**src/rtl/reg_file.sv**
```systemverilog
// Register file for the 16-bit MIPS datapath: one write port, two combinational
// read ports, register 0 hard-wired to zero, write-to-read bypass.

// One read port: zero for index 0 or during reset, bypass on a matching write.
module reg_file_rdport #(
    parameter int DATA_W = 16,
    parameter int ADDR_W = 3
) (
    input  logic [2**ADDR_W-1:0][DATA_W-1:0] regs,
    input  logic                             rst_n,
    input  logic                             we,
    input  logic [ADDR_W-1:0]                waddr,
    input  logic [DATA_W-1:0]                wdata,
    input  logic [ADDR_W-1:0]                raddr,
    output logic [DATA_W-1:0]                rdata
);

    // Priority: reset/R0 force zero, then bypass, then stored value.
    always_comb begin
        rdata = regs[raddr];
        if (!rst_n || raddr == '0)
            rdata = '0;
        else if (we && waddr == raddr)
            rdata = wdata;
    end

endmodule

module reg_file #(
    parameter int DATA_W = 16,
    parameter int ADDR_W = 3
) (
    input  logic              clk,
    input  logic              rst_n,
    input  logic              we,
    input  logic [ADDR_W-1:0] waddr,
    input  logic [DATA_W-1:0] wdata,
    input  logic [ADDR_W-1:0] raddr1,
    input  logic [ADDR_W-1:0] raddr2,
    output logic [DATA_W-1:0] rdata1,
    output logic [DATA_W-1:0] rdata2
);

    localparam int NREG  = 2**ADDR_W;
    localparam int NPORT = 2;

    // Only entries 1..NREG-1 are storage; entry 0 is a constant zero.
    logic [NREG-1:1][DATA_W-1:0] mem;
    logic [NREG-1:0][DATA_W-1:0] regs;

    logic [NPORT-1:0][ADDR_W-1:0] raddr;
    logic [NPORT-1:0][DATA_W-1:0] rdata;

    assign regs  = {mem, {DATA_W{1'b0}}};
    assign raddr = {raddr2, raddr1};
    assign rdata1 = rdata[0];
    assign rdata2 = rdata[1];

    // Write port: async clear, single write per edge, writes to index 0 dropped.
    always_ff @(posedge clk or negedge rst_n) begin
        if (!rst_n) begin
            mem <= '0;
        end else if (we && waddr != '0) begin
            for (int i = 1; i < NREG; i++)
                if (waddr == ADDR_W'(i))
                    mem[i] <= wdata;
        end
    end

    genvar p;
    generate
        for (p = 0; p < NPORT; p++) begin : g_rd
            reg_file_rdport #(
                .DATA_W(DATA_W),
                .ADDR_W(ADDR_W)
            ) u_rd (
                .regs  (regs),
                .rst_n (rst_n),
                .we    (we),
                .waddr (waddr),
                .wdata (wdata),
                .raddr (raddr[p]),
                .rdata (rdata[p])
            );
        end
    endgenerate

endmodule

```
**config.mk**
```make
export PLATFORM = sky130hd
export DESIGN_NAME = reg_file
export DESIGN_NICKNAME = d
export VERILOG_FILES = /design/src/rtl/reg_file.sv
export SDC_FILE = /design/constraint.sdc
export NUM_CORES = 1
export LEC_CHECK = 0
export ABC_AREA = 1
export CORE_MARGIN = 2
export CORE_UTILIZATION = 60
export CTS_BUF_LIST = sky130_fd_sc_hd__clkbuf_4 sky130_fd_sc_hd__clkbuf_8
export DETAILED_ROUTE_END_ITERATION = 8
export GPL_TIMING_DRIVEN = 0
export PLACE_DENSITY_LB_ADDON = 0.05
export SYNTH_ARGS = -nofsm -noshare
export SYNTH_HDL_FRONTEND = slang
export SYNTH_SLANG_ARGS = --single-unit
```
**constraint.sdc**
```tcl
create_clock -name clk -period 2.9 [get_ports clk]
set_input_delay 0.725 -clock clk [delete_from_list [all_inputs] [get_ports clk]]
set_output_delay 0.725 -clock clk [all_outputs]
set_load 0.02 [all_outputs]
```
Word-level counts from Yosys, hierarchy flattened:

Index checks and enable logic that the tools add are counted.
Widths: inputs -> output; s select.

* order comparisons: 2
* eq/ne operators: 9
* mux-type cells: 8
* reduce and logical (&&, ||, !) cells: 16

Operator list (count)
* $bmux 16 s3: 2
* $mux 16: 6
* $reduce_and 2->1: 7
* $eq 3x3->1 const B: 4
* $lt 3x4->1 const B: 2
* $eq 3x2->1 const B: 2
* $eq 3x3->1: 2
* $logic_not 3->1: 2
* $eq 3x1->1 const B: 1
* $logic_and 1x1->1: 3
* $reduce_bool 3->1: 1
* $logic_or 1x1->1: 2
* $logic_not 1->1: 1

* bits in registers: 112
* input port bits: 28
* output and inout port bits: 32
* logic and storage cells: 42

Depth between registers and ports, before layout:

* depth after elaboration: 4
* mapped depth: 10
* depth with buffers taken out: 8

Hierarchy:

Synthesis repeated with hierarchy kept, for this count alone.

* cell total of the unflattened synthesis: 1225
* area, all modules: 7757.4 um^2

By module, submodules not included
* reg_file: times used 1, cells each 493, area an instance 4506.8 um^2, sequential area each 2802.7 um^2
* reg_file_rdport: times used 2, cells each 366, area an instance 1625.3 um^2, sequential area each 0.0 um^2

Least setup slack after synthesis:

Ideal clock, no wire load.

* path kind: input -> output
* start point: in raddr2[0]
* end point: out rdata2[14]
* arrival time: 1850 ps
* data required time: 2175 ps
* path slack: 325 ps
* stages: 8
* path buffers: 2
* path through: buf_2 > inv_2 > nand2_1 > nand2_1 > nor2_2 > nand2_2 > buf_6 > a21oi_1

* cells in the longest elaborated chain, start to end: 4
* elaborated cells between the ends (all ways): 8
* classes of those cells: eq/ne (1); mux (4); reduce/logical (3)

RTL lines
* start: declaration: line 39 `input logic [ADDR_W-1:0] raddr2,`
* $bmux 16 s3 or $eq 3x3->1 (tied branches): line 20, 23
* $mux 16 (not written as such) or $logic_and 1x1->1 (tied branches): line 20, 23
* $mux 16: line 23 `else if (we && waddr == raddr)`
* $mux 16 (*): line 21 `if (!rst_n || raddr == '0)`
* end: declaration: line 41 `output logic [DATA_W-1:0] rdata2`

Every way passes the cells marked *; elsewhere a longest branch is shown, timed or not. The select of a mux whose other input is x is not followed.

Worst setup path in the final report:

* start point: in raddr2[1]
* end point: out rdata2[5]

The elaborated chain is that of the path after synthesis.

==> results.yml <==
critical_path:
  required_ps: 2170
  path_class: "in -> out"
  worstReg2RegEnd: "mem[42]"
  reg2reg_depth: 2
  worst_path_most_repeated_cell: "buf_4"
  cp_slowest_cell: "clkdlybuf4s15_2"
  rrSetupSlack_ps: 2150
  worstPathArrival_ps: 2120
  startpoint_type: "primary input"
  slowest_delay_ps: 260
  cp_top_family: "buffers and inverters"
  critical_path_buf_inv_count: 5
  worstReg2RegStart: "mem[42]"
  cp_max_fo: 10
  endpoint_kind: "output pin"
  path_cells: "buf_2, clkinvlp_4, buf_4, a31oi_4, buf_4, nand2_1, nor2_2, clkdlybuf4s15_2"
sta:
  timing.fmax_mhz: 351
  finClkSkew_ps: 0
  finalSetupViolCount: 0
  worst_pin_slew_ps: 635
  drv_slew: 0
  finalHoldViolCount: 0
  layout_min_cycle_time_ps: 2850
  layout_worst_path_cycle_share: 0.981
  slew_headroom: 0.576
synth:
  synth_top_area_share: 0.404
  synth_area_um2: 6930
  synth_warnings: 0
  synthFlopType: "dfrtp_1"
  synth-edff-count: 0
  ys_types: 18
  yosysMostFrequentCell: "nand2_1"
  seq_area_frac_synth: 0.404
  synth_top_cell_by_area: "dfrtp_1"
  synth_common_cells: "nand2_1, nand3_1, o21ai_0"
  avgSynthCellArea_um2: 6.49
  async_flop_share: 1.00
  synth_area_leaders: "dfrtp_1, nand2_1, nand3_1"
  synth_nets: 1096
  syn_inst: 1068
  ys_seq_elements: 112
drt:
  route.met3.wl_um: 2520
  dr.pass1.iters: 7
  drt_wl_total_um: 24700
  drtIter0Drc: 971
  top_layer_used: "met4"
  met2WireLength_um: 10600
  final_antenna_net_count: 0
  avgViaCountPerCell: 6.00
  drt-met1-wl_um: 9940
  drc: 0
  vias: 7752
  wl_per_cell_um: 19.1
power:
  ir_drop_uv: 534
  power_density_nw_per_um2: 542
  leakage_nw: 4.09
job:
  drv_cap: 0
placement:
  dpl_cell_area_um2: 7690
  gp_congestion: 1.02
  hpwl_um: 17500
  io_buffers: 55
  dp.cells: 1267
cts:
  cts_num_sinks: 112
  cts_buffer_depth: 2
  path_clk_slew_ps: 110
  root_buffer: "clkbuf_8"
  cts-buffers-inserted: 9
  ctsHoldBuffers: 0
  h-tree-depth: 3
  cts_tree: "done"
  clk_latency_ps: 390
grt:
  grt_pass1_wl_um: 38600
  grt_util_all_layers: 0.402
  grt_antenna_before_repair: 0
  overflow: 0
  grt_max_degree: 32
  grt_pass1_vias: 7169
floorplan:
  start_util: 0.610
  io-pin-count: 60
  die_w_um: 112
  core_area_um2: 11400
  rows: 39
  fp.dieH_um: 112
  die_area_um2: 12400
final_layout:
  final_cells: 1291
  num_antenna_cells: 0
  final_cell_area_um2: 8040
  area_delta_synth_final_pct: 15.9
  largest-register: "mem"
  drive_gt1_frac: 0.125
  largest_register_ffs: 112
  largestRegisters: "mem (112)"
  nets: 1172
min_path:
  min_path_type: "in -> async"
status:
  outcome: "finished, final reports clean"
[metal layers]
metal | vias up | GRT usage
met1 | 3542 | 0.547
met5 | - | 0
met3 | 130 | 0.100
li1 | 3571 | -
met2 | 509 | 0.587
met4 | 0 | 0.235
[where the power goes]
part	switching (mW)	total [mW]	internal (mW)
logic	0.808	1.28	0.473
registers	0.233	2.09	1.86
clock network	0.571	0.987	0.416
[placed cells by master (no fill, tap or decap)]
cell type        Yosys  final
o21ai_1              0      4
clkbuf_2             0     31
dfrtp_1            112    112
a21oi_2              0      1
clkdlybuf4s50_1      0     16
nand2_4              0      2
a21oi_1             17     16
inv_1               45     44
clkbuf_4             0      5
o21ai_0            127    123
dlygate4sd2_1        0      1
clkdlybuf4s15_2      0      5
buf_1                4      2
nor2_4               3      4
clkbuf_1            36     19
clkinvlp_4           0      2
clkbuf_8             0      9
buf_2               30     25
nor3_2               1      1
nand3_1            169    169
buf_4                4     23
a31oi_4              2      2
inv_2                6      6
buf_6                1      9
nor2_1              99     97
nand2_1            401    401
buf_16               0      2
clkinv_4             0      1
inv_6                0      1
inv_8                0      1
nor2_2               9     10
bufinv_16            0      1
bufbuf_16            0      3
[metrics by stage]
stage          hold slack (ps)  TNS (ps)  worst slack, ps  power, mW  utilization
6_report                   152         0             53.7       4.36        0.707
5_1_grt                    143     -13.2            -10.3       4.58        0.707
4_1_cts                    145         0             3.01       4.31        0.708
3_5_place_dp               475    -26060             -986       3.33        0.677
3_3_place_gp               467   -527690            -5230       3.30        0.674
2_1_floorplan              429         0              325       2.88            -
[worst register-to-register path: stages, from the launching register on]
cell	delay, ps
dfrtp_1	420
nand2_1	90
o21ai_0	110
[cell families (layout without fill, tap and decap cells)]
logic type | after synthesis | in the layout | synth area share
AND/OR/NAND/NOR | 684 | 684 | 0.409
AO/OA/AOI/OAI | 146 | 146 | 0.110
buffers and inverters | 126 | 206 | 0.0769
flip-flops | 112 | 112 | 0.404
[what timing repair did]
| action | CTS | global route |
|---|---|---|
| pin swaps | 6 | 3 |
| setup endpoints to repair | 32 | 32 |
| cloned | 3 | 0 |
| endpoints found under the hold margin | 0 | 0 |
| gates resized for setup | 132 | 72 |
| setup buffers | 7 | 1 |
[worst max path at each step]
stage	from	endpoint	slack [ps]	cells after the start
6_report	raddr2[1]	rdata2[5]	50	8
5_1_grt	raddr2[1]	rdata2[5]	-10	8
4_1_cts	waddr[1]	rdata2[5]	3	11
3_5_place_dp	rst_n	rdata1[13]	-990	8
3_3_place_gp	rst_n	rdata1[5]	-5230	7
2_1_floorplan	raddr2[0]	rdata2[14]	330	8
[cell type report]
class                   instances  area [um^2]
plain buffers                  73          438
clock buffers                  10          131
fillers                      1042         3330
multi-input cells             830         3620
repair buffers                 67          603
clock inverters                 5         66.3
well taps                     143          179
inverters                      51          195
flip-flops and latches        112         2800
(Power assumes the default switching activity.)
